`src/rtl/axis_packet_generator.sv`:
```
// axis_packet_generator: register-programmed AXI-Stream burst source
// with deterministic payload, boundary-safe abort and done interrupt.
module axis_packet_generator #(
  parameter int LEN_WIDTH = 11,
  parameter int GAP_WIDTH = 8
) (
  input  logic        clk,
  input  logic        reset,
  input  logic        chipselect,
  input  logic        write,
  input  logic        read,
  input  logic [7:0]  address,
  input  logic [7:0]  writedata,
  output logic [7:0]  readdata,
  output logic [15:0] tx_tdata,
  output logic        tx_tvalid,
  output logic        tx_tlast,
  input  logic        tx_tready,
  output logic        irq
);

  localparam logic [7:0] A_CTRL   = 8'h00;
  localparam logic [7:0] A_LEN_LO = 8'h01;
  localparam logic [7:0] A_LEN_HI = 8'h02;
  localparam logic [7:0] A_NUM    = 8'h03;
  localparam logic [7:0] A_GAP    = 8'h04;
  localparam logic [7:0] A_SEED   = 8'h05;
  localparam logic [7:0] A_STATUS = 8'h06;
  localparam logic [7:0] A_SENT   = 8'h07;

  typedef enum logic [1:0] {
    S_IDLE,
    S_SEND,
    S_GAP
  } state_t;

  state_t state;

  logic                 irq_en;
  logic                 abort_pend;
  logic                 done;
  logic [LEN_WIDTH-1:0] len_reg;
  logic [7:0]           num_pkts;
  logic [GAP_WIDTH-1:0] gap_reg;
  logic [7:0]           seed;
  logic [LEN_WIDTH-1:0] word;
  logic [7:0]           pkt;
  logic [7:0]           sent;
  logic [GAP_WIDTH-1:0] gap_cnt;

  logic                 wr;
  logic                 busy;
  logic                 ctrl_wr;
  logic                 start_wr;
  logic                 abort_wr;
  logic                 clr_done;
  logic                 abort_now;
  logic                 end_burst;
  logic [LEN_WIDTH-1:0] len_eff;
  logic [LEN_WIDTH-1:0] len_last;
  logic [LEN_WIDTH-1:0] word_nxt;
  logic [7:0]           pkt_nxt;

  function automatic logic [15:0] beat(
    input logic [7:0]           p,
    input logic [LEN_WIDTH-1:0] w,
    input logic [7:0]           s
  );
    return {p, w[7:0] ^ s};
  endfunction

  assign wr        = chipselect & write;
  assign busy      = (state != S_IDLE);
  assign ctrl_wr   = wr & (address == A_CTRL);
  assign start_wr  = ctrl_wr & writedata[0];
  assign abort_wr  = ctrl_wr & writedata[2];
  assign clr_done  = wr & (address == A_STATUS) & writedata[1];
  assign abort_now = abort_pend | abort_wr;

  assign len_eff   = (len_reg == '0) ? LEN_WIDTH'(1) : len_reg;
  assign len_last  = len_eff - LEN_WIDTH'(1);
  assign word_nxt  = word + LEN_WIDTH'(1);
  assign pkt_nxt   = pkt + 8'd1;
  assign end_burst = (pkt_nxt == num_pkts) | abort_now;

  assign irq = done & irq_en;

  // Burst parameters are frozen while busy so a running burst is coherent.
  always_ff @(posedge clk) begin
    if (reset) begin
      irq_en   <= 1'b0;
      len_reg  <= '0;
      num_pkts <= '0;
      gap_reg  <= '0;
      seed     <= '0;
    end else if (wr) begin
      case (address)
        A_CTRL:   irq_en <= writedata[1];
        A_LEN_LO: if (!busy) len_reg[7:0] <= writedata;
        A_LEN_HI: if (!busy) len_reg[LEN_WIDTH-1:8] <= writedata[LEN_WIDTH-9:0];
        A_NUM:    if (!busy) num_pkts <= writedata;
        A_GAP:    if (!busy) gap_reg <= writedata[GAP_WIDTH-1:0];
        A_SEED:   if (!busy) seed <= writedata;
        default:  ;
      endcase
    end
  end

  always_ff @(posedge clk) begin
    if (reset) begin
      state      <= S_IDLE;
      word       <= '0;
      pkt        <= '0;
      sent       <= '0;
      gap_cnt    <= '0;
      done       <= 1'b0;
      abort_pend <= 1'b0;
      tx_tvalid  <= 1'b0;
      tx_tlast   <= 1'b0;
      tx_tdata   <= '0;
    end else begin
      if (clr_done) done <= 1'b0;
      if (abort_wr && busy) abort_pend <= 1'b1;
      unique case (state)
        S_IDLE: begin
          if (start_wr) begin
            sent <= '0;
            if (num_pkts == 8'd0) begin
              done <= 1'b1;
            end else begin
              state     <= S_SEND;
              done      <= 1'b0;
              word      <= '0;
              pkt       <= '0;
              tx_tvalid <= 1'b1;
              tx_tdata  <= beat(8'd0, '0, seed);
              tx_tlast  <= (len_last == '0);
            end
          end
        end
        S_SEND: begin
          if (tx_tready) begin
            if (!tx_tlast) begin
              word     <= word_nxt;
              tx_tdata <= beat(pkt, word_nxt, seed);
              tx_tlast <= (word_nxt == len_last);
            end else begin
              sent <= sent + 8'd1;
              pkt  <= pkt_nxt;
              word <= '0;
              if (end_burst) begin
                state      <= S_IDLE;
                done       <= 1'b1;
                abort_pend <= 1'b0;
                tx_tvalid  <= 1'b0;
                tx_tlast   <= 1'b0;
              end else if (gap_reg == '0) begin
                tx_tdata <= beat(pkt_nxt, '0, seed);
                tx_tlast <= (len_last == '0);
              end else begin
                state     <= S_GAP;
                gap_cnt   <= gap_reg - GAP_WIDTH'(1);
                tx_tvalid <= 1'b0;
                tx_tlast  <= 1'b0;
              end
            end
          end
        end
        S_GAP: begin
          if (abort_now) begin
            state      <= S_IDLE;
            done       <= 1'b1;
            abort_pend <= 1'b0;
          end else if (gap_cnt == '0) begin
            state     <= S_SEND;
            tx_tvalid <= 1'b1;
            tx_tdata  <= beat(pkt, '0, seed);
            tx_tlast  <= (len_last == '0);
          end else begin
            gap_cnt <= gap_cnt - GAP_WIDTH'(1);
          end
        end
        default: state <= S_IDLE;
      endcase
    end
  end

  always_ff @(posedge clk) begin
    if (reset) begin
      readdata <= '0;
    end else if (chipselect && read) begin
      case (address)
        A_CTRL:   readdata <= {5'b0, abort_pend, irq_en, busy};
        A_LEN_LO: readdata <= len_reg[7:0];
        A_LEN_HI: readdata <= 8'(len_reg[LEN_WIDTH-1:8]);
        A_NUM:    readdata <= num_pkts;
        A_GAP:    readdata <= 8'(gap_reg);
        A_SEED:   readdata <= seed;
        A_STATUS: readdata <= {6'b0, done, busy};
        A_SENT:   readdata <= sent;
        default:  readdata <= '0;
      endcase
    end
  end

endmodule

```
`config.mk`:
```
export PLATFORM = sky130hd
export DESIGN_NAME = axis_packet_generator
export DESIGN_NICKNAME = d
export VERILOG_FILES = /design/src/rtl/axis_packet_generator.sv
export SDC_FILE = /design/constraint.sdc
export NUM_CORES = 1
export LEC_CHECK = 0
export CAP_MARGIN = 10
export CORE_MARGIN = 3
export CORE_UTILIZATION = 64
export DETAILED_ROUTE_END_ITERATION = 10
export PLACE_DENSITY = 0.85
export SYNTH_ARGS = -nofsm -noshare
export SYNTH_HDL_FRONTEND = slang
export SYNTH_SLANG_ARGS = --single-unit
export TNS_END_PERCENT = 5
```
`constraint.sdc`:
```
create_clock -name clk -period 7.18 [get_ports clk]
set_input_delay 1.436 -clock clk [delete_from_list [all_inputs] [get_ports clk]]
set_output_delay 1.436 -clock clk [all_outputs]
set_load 0.1 [all_outputs]
```
# Word level (Yosys, flattened, before mapping)
# Index checks and enable logic that the tools add are counted.
[word_totals]
in_bits = 22
wordCells = 158
register_bits = 101
[op_classes]
n_mux = 73
n_eq_ne = 24
n_addsub = 6
bitwise_logic = 11
reduce_logical = 27
[ops]
columns = ["op", "count"]
rows = [
  ["$mux W16", 8],
  ["$mux W8", 13],
  ["$pmux W8 S8", 1],
  ["$mux W11", 5],
  ["$pmux W16 S3", 1],
  ["$pmux W8 S2", 3],
  ["$eq A8 B3 Y1 const B", 4],
  ["$logic_not A8 Y1", 4],
  ["$mux W1", 28],
  ["$logic_not A11 Y1", 2],
  ["$pmux W11 S2", 1],
  ["$ne A2 B2 Y1 const B", 9],
  ["$add A8 B1 Y8 const B", 2],
  ["$eq A8 B2 Y1 const B", 2],
  ["$mux W2", 8],
  ["$reduce_and A8 Y1", 2],
  ["$sub A8 B1 Y8 const B", 2],
  ["$reduce_and A3 Y1", 5],
  ["$ne A3 B3 Y1 const B", 4],
  ["$reduce_and A6 Y1", 2],
  ["$add A11 B1 Y11 const B", 1],
  ["$eq A11 B11 Y1", 1],
  ["$sub A11 B1 Y11 const B", 1],
  ["$pmux W1 S3", 3],
  ["18 further kinds", 29],
]

# Logic depth before layout (Yosys ltp)
[logic_depth]
depth_word = 9
depth_mapped = 12

# Worst setup path before layout
# OpenSTA, ideal clock, no wires.
[synth_path]
path_kind = "input -> register"
startpoint = "input address[3]"
endpoint = "register tx_tdata[5]"
path_buffers = 2
t_arrival_ns = 3.606
setup_slack_ns = 3.483
path_stages = 8
path_cell_list = "or4_1 nor4_4 a21o_1 and4_1 clkbuf_1 clkbuf_1 a21oi_1 a311oi_1"
[synth_between]
elab_chain_len = 7
word_cells_on_any_way = 10
classes_between = "eq/ne: 3; bitwise: 5; reduce/logical: 2"
[synth_lines]
columns = ["item", "line", "rtl"]
rows = [
  ["start: declaration", "12", "input logic [7:0] address,"],
  ["$logic_not A8 Y1 (*)", "74", "assign ctrl_wr = wr & (address == A_CTRL);"],
  ["$and A1 B1 Y1 (*)", "74", ""],
  ["$and A1 B1 Y1", "76", "assign abort_wr = ctrl_wr & writedata[2];"],
  ["$or A1 B1 Y1", "78", "assign abort_now = abort_pend | abort_wr;"],
  ["$or A1 B1 Y1", "84", "assign end_burst = (pkt_nxt == num_pkts) | abort_now;"],
  ["$ne A3 B3 Y1 (no source line)", "--", ""],
  ["$reduce_and A8 Y1 (no source line) (*)", "--", ""],
  ["end signal: assignment", "136", "tx_tdata <= beat(8'd0, '0, seed);"],
  ["end signal: assignment", "145", "tx_tdata <= beat(pkt, word_nxt, seed);"],
  ["end signal: assignment", "158", "tx_tdata <= beat(pkt_nxt, '0, seed);"],
  ["end: declaration", "15", "output logic [15:0] tx_tdata,"],
]
# Mark *: on every way between the ends. The rest lies on a longest branch, timed or not.
# A chain may end at the register's enable or synchronous reset.

# Worst setup path in the final report
[layout_path]
startpoint = "input address[1]"
endpoint = "register tx_tvalid"
[layout_between]
elab_chain_len = 9
word_cells_on_any_way = 14
classes_between = "eq/ne: 3; mux: 4; bitwise: 5; reduce/logical: 2"
[layout_lines]
columns = ["item", "line", "rtl"]
rows = [
  ["$logic_not A8 Y1 (*)", "74", ""],
  ["$and A1 B1 Y1 (*)", "74", ""],
  ["$and A1 B1 Y1", "76", ""],
  ["$or A1 B1 Y1", "78", ""],
  ["$or A1 B1 Y1", "84", ""],
  ["$mux W1", "151", "if (end_burst) begin"],
  ["$mux W1", "143", "if (!tx_tlast) begin"],
  ["$mux W1", "142", "if (tx_tready) begin"],
  ["$pmux W1 S3", "124", "unique case (state)"],
  ["end signal: assignment", "135", "tx_tvalid <= 1'b1;"],
  ["end signal: assignment", "155", "tx_tvalid <= 1'b0;"],
  ["end signal: assignment", "163", "tx_tvalid <= 1'b0;"],
  ["end: declaration", "16", "output logic tx_tvalid,"],
]
# Mark *: on every way between the ends. The rest lies on a longest branch, timed or not. The select of a mux whose other input is x is not followed.

==> run metrics <==
Total Routed Length 17700 um; count of endpoints failing setup in the final report 0; clock-pin slew of the registers on the worst-case setup and hold paths 100 ps; status finished clean; final number of hold-violating endpoints 0; Inst Count DP 903; Post-Syn Area per Cell 7.95 um2; RePlAce Congestion 0.916; Clock power frac 34.0%; Sinks on Clock Net 101; crit end category flip-flop; setup slack after placement 2230 ps; count of buffers added by post-CTS timing repair for setup 0; clk_lat worst skew 380 ps; number of buffer and inverter stages on the critical path 1; number of fill cells 751; proportion of layout cells with a drive suffix above 1 6.34%; ANT nets after route 0; power density over the cells 142 nW/um2; Core Box Area 9280 um2; crit path setup slack, layout 2560 ps; count of input and output buffers 48; RSZ-0062 raised after global routing no; Net count, final 817; growth of design area from synthesis to finish 10.5%; antenna violations before repair 0; share of synthesized cell area in and, or, nand and nor gates 24.6%; wire length of the first global-routing pass 29900 um; flip-flop and latch area 2020 um2; number of buffers on the longest clock path 2; non-filler cells in the finished layout 918; top-level port count 49; Worst Path Max Fanout 26; leading area contributor after synthesis sky130_fd_sc_hd__dfxtp_1; level count of the clock H-tree 3; tightest slew margin relative to the limit 30.8%; remaining global-route overflow 0; die area 10800 um2; compound-gate portion of the synthesized area 23.1%; number of standard cells after synthesis 776; Critical Path Slowest Stage Cell sky130_fd_sc_hd__clkdlybuf4s50_1; mux contribution to synthesized area 7.39%; Multi-input gate area 3890 um2; critical path data arrival time 4860 ps; iteration count of the initial detailed-routing pass 5; pins over their slew limit 0; number of flops mapped to enable cells by yosys 0; post-cts repair resize count 0; Synth async-reset ratio 0%; slowest cell delay on critical path 880 ps; post-synthesis sequential area ratio 32.8%; starting utilization of the core area 66.4%; switching power share of the total 26.3%; adder-cell share of the synthesized area 2.03%; via count of the first global-routing pass 5777; Root Driver sky130_fd_sc_hd__clkbuf_8; CTS tree done; dominant combinational cell family by area after synthesis simple AND/OR/NAND/NOR gates; sequential share of power 58.8%; std cell rows 35; 1st-iter DRT viols 753; number of clock buffers inserted by TritonCTS 9; shortest clock period the worst path allows after layout 4620 ps; setup TNS 0 ps; flop and latch count out of synthesis 101; worst path required time 7420 ps; number of diodes 0; DRC 0; Leak Pwr 2.30 nW; net switching component of the power 0.254 mW; post-DR vias/cell 6.75; number of distinct library cells after synthesis 71; die width 104 um; xor/xnor share of the synthesized area 5.72%; largest net degree at the start of global routing 54; vertical die dimension 104 um; kind of start point of the critical path input pin; maximum vdd ir drop 0.114 mV; overall fraction of global-route tracks in use 33.4%; family of cells with the greatest summed delay on the critical path simple AND/OR/NAND/NOR gates; fin crit share 64.4%; netlist area before placement 6170 um2; DR WL/cell 19.3 um; transition time of the tightest slew-check pin 1040 ps; number of warning messages in the yosys log 0; power share of the combinational group 7.2%; leading cell types by total area after synthesis sky130_fd_sc_hd__dfxtp_1, sky130_fd_sc_hd__a21oi_1, sky130_fd_sc_hd__nor2_1, sky130_fd_sc_hd__mux2i_1, sky130_fd_sc_hd__o21ai_0; critical path type in2reg; Worst Hold Class reg2reg; final setup skew 13.3 ps; flip-flop count of the largest register after layout 16; most instantiated flip-flop cell in the synthesis netlist sky130_fd_sc_hd__dfxtp_1; number of vias in the routed layout 6195; Max Freq 216 MHz; Internal 0.710 mW; net count of the mapped netlist 808; count of hold buffers inserted by post-cts repair 0; Yosys top cell area share 32.8%; placed wire-length estimate 12900 um; max-capacitance violation count 0; worst-path cell chain clkdlybuf4s50_1 -> or4bb_1 -> nor4_4 -> a21o_1 -> and4_1 -> o311ai_0 -> a22oi_1 -> nor2_1
power by group through the flow:
stage	registers (mW)	clock network (mW)	logic (mW)
after detailed placement	0.580	0	0.0685
final	0.567	0.327	0.0696
after floorplan	0.592	0	0.0289
after global placement	0.580	0	0.0675
after CTS	0.567	0.332	0.0687
after global routing	0.568	0.350	0.0741
synth_stat cells (all sizes together), types with 10 or more instances:
master  instances
xor2           13
a22oi          12
clkbuf         45
xnor2          22
nor3           28
a21oi          80
dfxtp         101
nand2          49
nor2           86
nand4          15
o21ai          51
mux2i          32
nand3          39
inv            14
ha             10
buf            11
nor4           12
a31oi          11
tightest hold or removal path: stages, from the launching register on:
cell and delay [ps]:
sky130_fd_sc_hd__dfxtp_1 320, sky130_fd_sc_hd__nand2_1 50, sky130_fd_sc_hd__a21oi_1 60
metrics by stage:
| stage | area [um2] | power [mW] | hold slack [ps] | util [%] |
|---|---|---|---|---|
| 3_5_place_dp | 6650 | 0.648 | 455 | 71.6 |
| 5_1_grt | 6810 | 0.992 | 493 | 73.4 |
| 4_1_cts | 6810 | 0.967 | 469 | 73.4 |
| 6_report | 6810 | 0.964 | 470 | 73.4 |
| 2_1_floorplan | 6170 | 0.621 | 466 | - |
| 3_3_place_gp | 6650 | 0.647 | 445 | 71.6 |
cells in the final DEF (no fill, tap or decap), types with 6 or more instances in the layout:
cell,count
sky130_fd_sc_hd__or4b_2,7
sky130_fd_sc_hd__nand3_1,38
sky130_fd_sc_hd__clkdlybuf4s50_1,47
sky130_fd_sc_hd__nor3_1,28
sky130_fd_sc_hd__nor4_1,10
sky130_fd_sc_hd__inv_1,14
sky130_fd_sc_hd__o22ai_1,7
sky130_fd_sc_hd__nand4_1,15
sky130_fd_sc_hd__a21oi_1,80
sky130_fd_sc_hd__nand2_1,49
sky130_fd_sc_hd__mux2_2,8
sky130_fd_sc_hd__o31ai_1,9
sky130_fd_sc_hd__o21ai_0,51
sky130_fd_sc_hd__clkbuf_8,9
sky130_fd_sc_hd__buf_4,6
sky130_fd_sc_hd__nand2b_1,6
sky130_fd_sc_hd__xnor2_1,22
sky130_fd_sc_hd__nor2_1,86
sky130_fd_sc_hd__a211oi_1,6
sky130_fd_sc_hd__mux2i_1,32
sky130_fd_sc_hd__dfxtp_1,101
sky130_fd_sc_hd__ha_1,10
sky130_fd_sc_hd__a311oi_1,9
sky130_fd_sc_hd__a22oi_1,12
sky130_fd_sc_hd__xor2_1,13
sky130_fd_sc_hd__or3_1,6
sky130_fd_sc_hd__a31oi_1,11
metal layers:
metal / global-route usage (%) / share of wire, %
met4: 12.7 / 3.3
met1: 45.1 / 42
met5: 0 / 0
met3: 5.83 / 8.3
met2: 53.6 / 47
layout make-up:
class                   count  area share (%)
multi-input cells         605            57.1
well taps                 129            2.37
inverters                  14           0.771
flip-flops and latches    101            29.7
repair buffers             54            7.64
clock inverters             5           0.569
clock buffers              10            1.87
cell families (layout without fill, tap and decap cells):
| group | Yosys count | after routing |
|---|---|---|
| AOI/OAI and AO/OA | 226 | 226 |
| adders and majority gates | 10 | 10 |
| buffers and inverters | 70 | 83 |
| xor gates and xnor gates | 37 | 37 |
| muxes | 42 | 42 |
| DFF | 101 | 101 |
| and+or+nand+nor | 290 | 290 |
path summary, 6_finish.rpt:
check               from          end  slack [ps]  depth (start not counted)
max           address[1]    tx_tvalid        2560                          8
min          readdata[1]  readdata[1]         470                          2
max reg2reg   len_reg[4]     tx_tlast        3630                         11
min reg2reg  readdata[1]  readdata[1]         470                          2
Power figures use the tool's default switching activity.
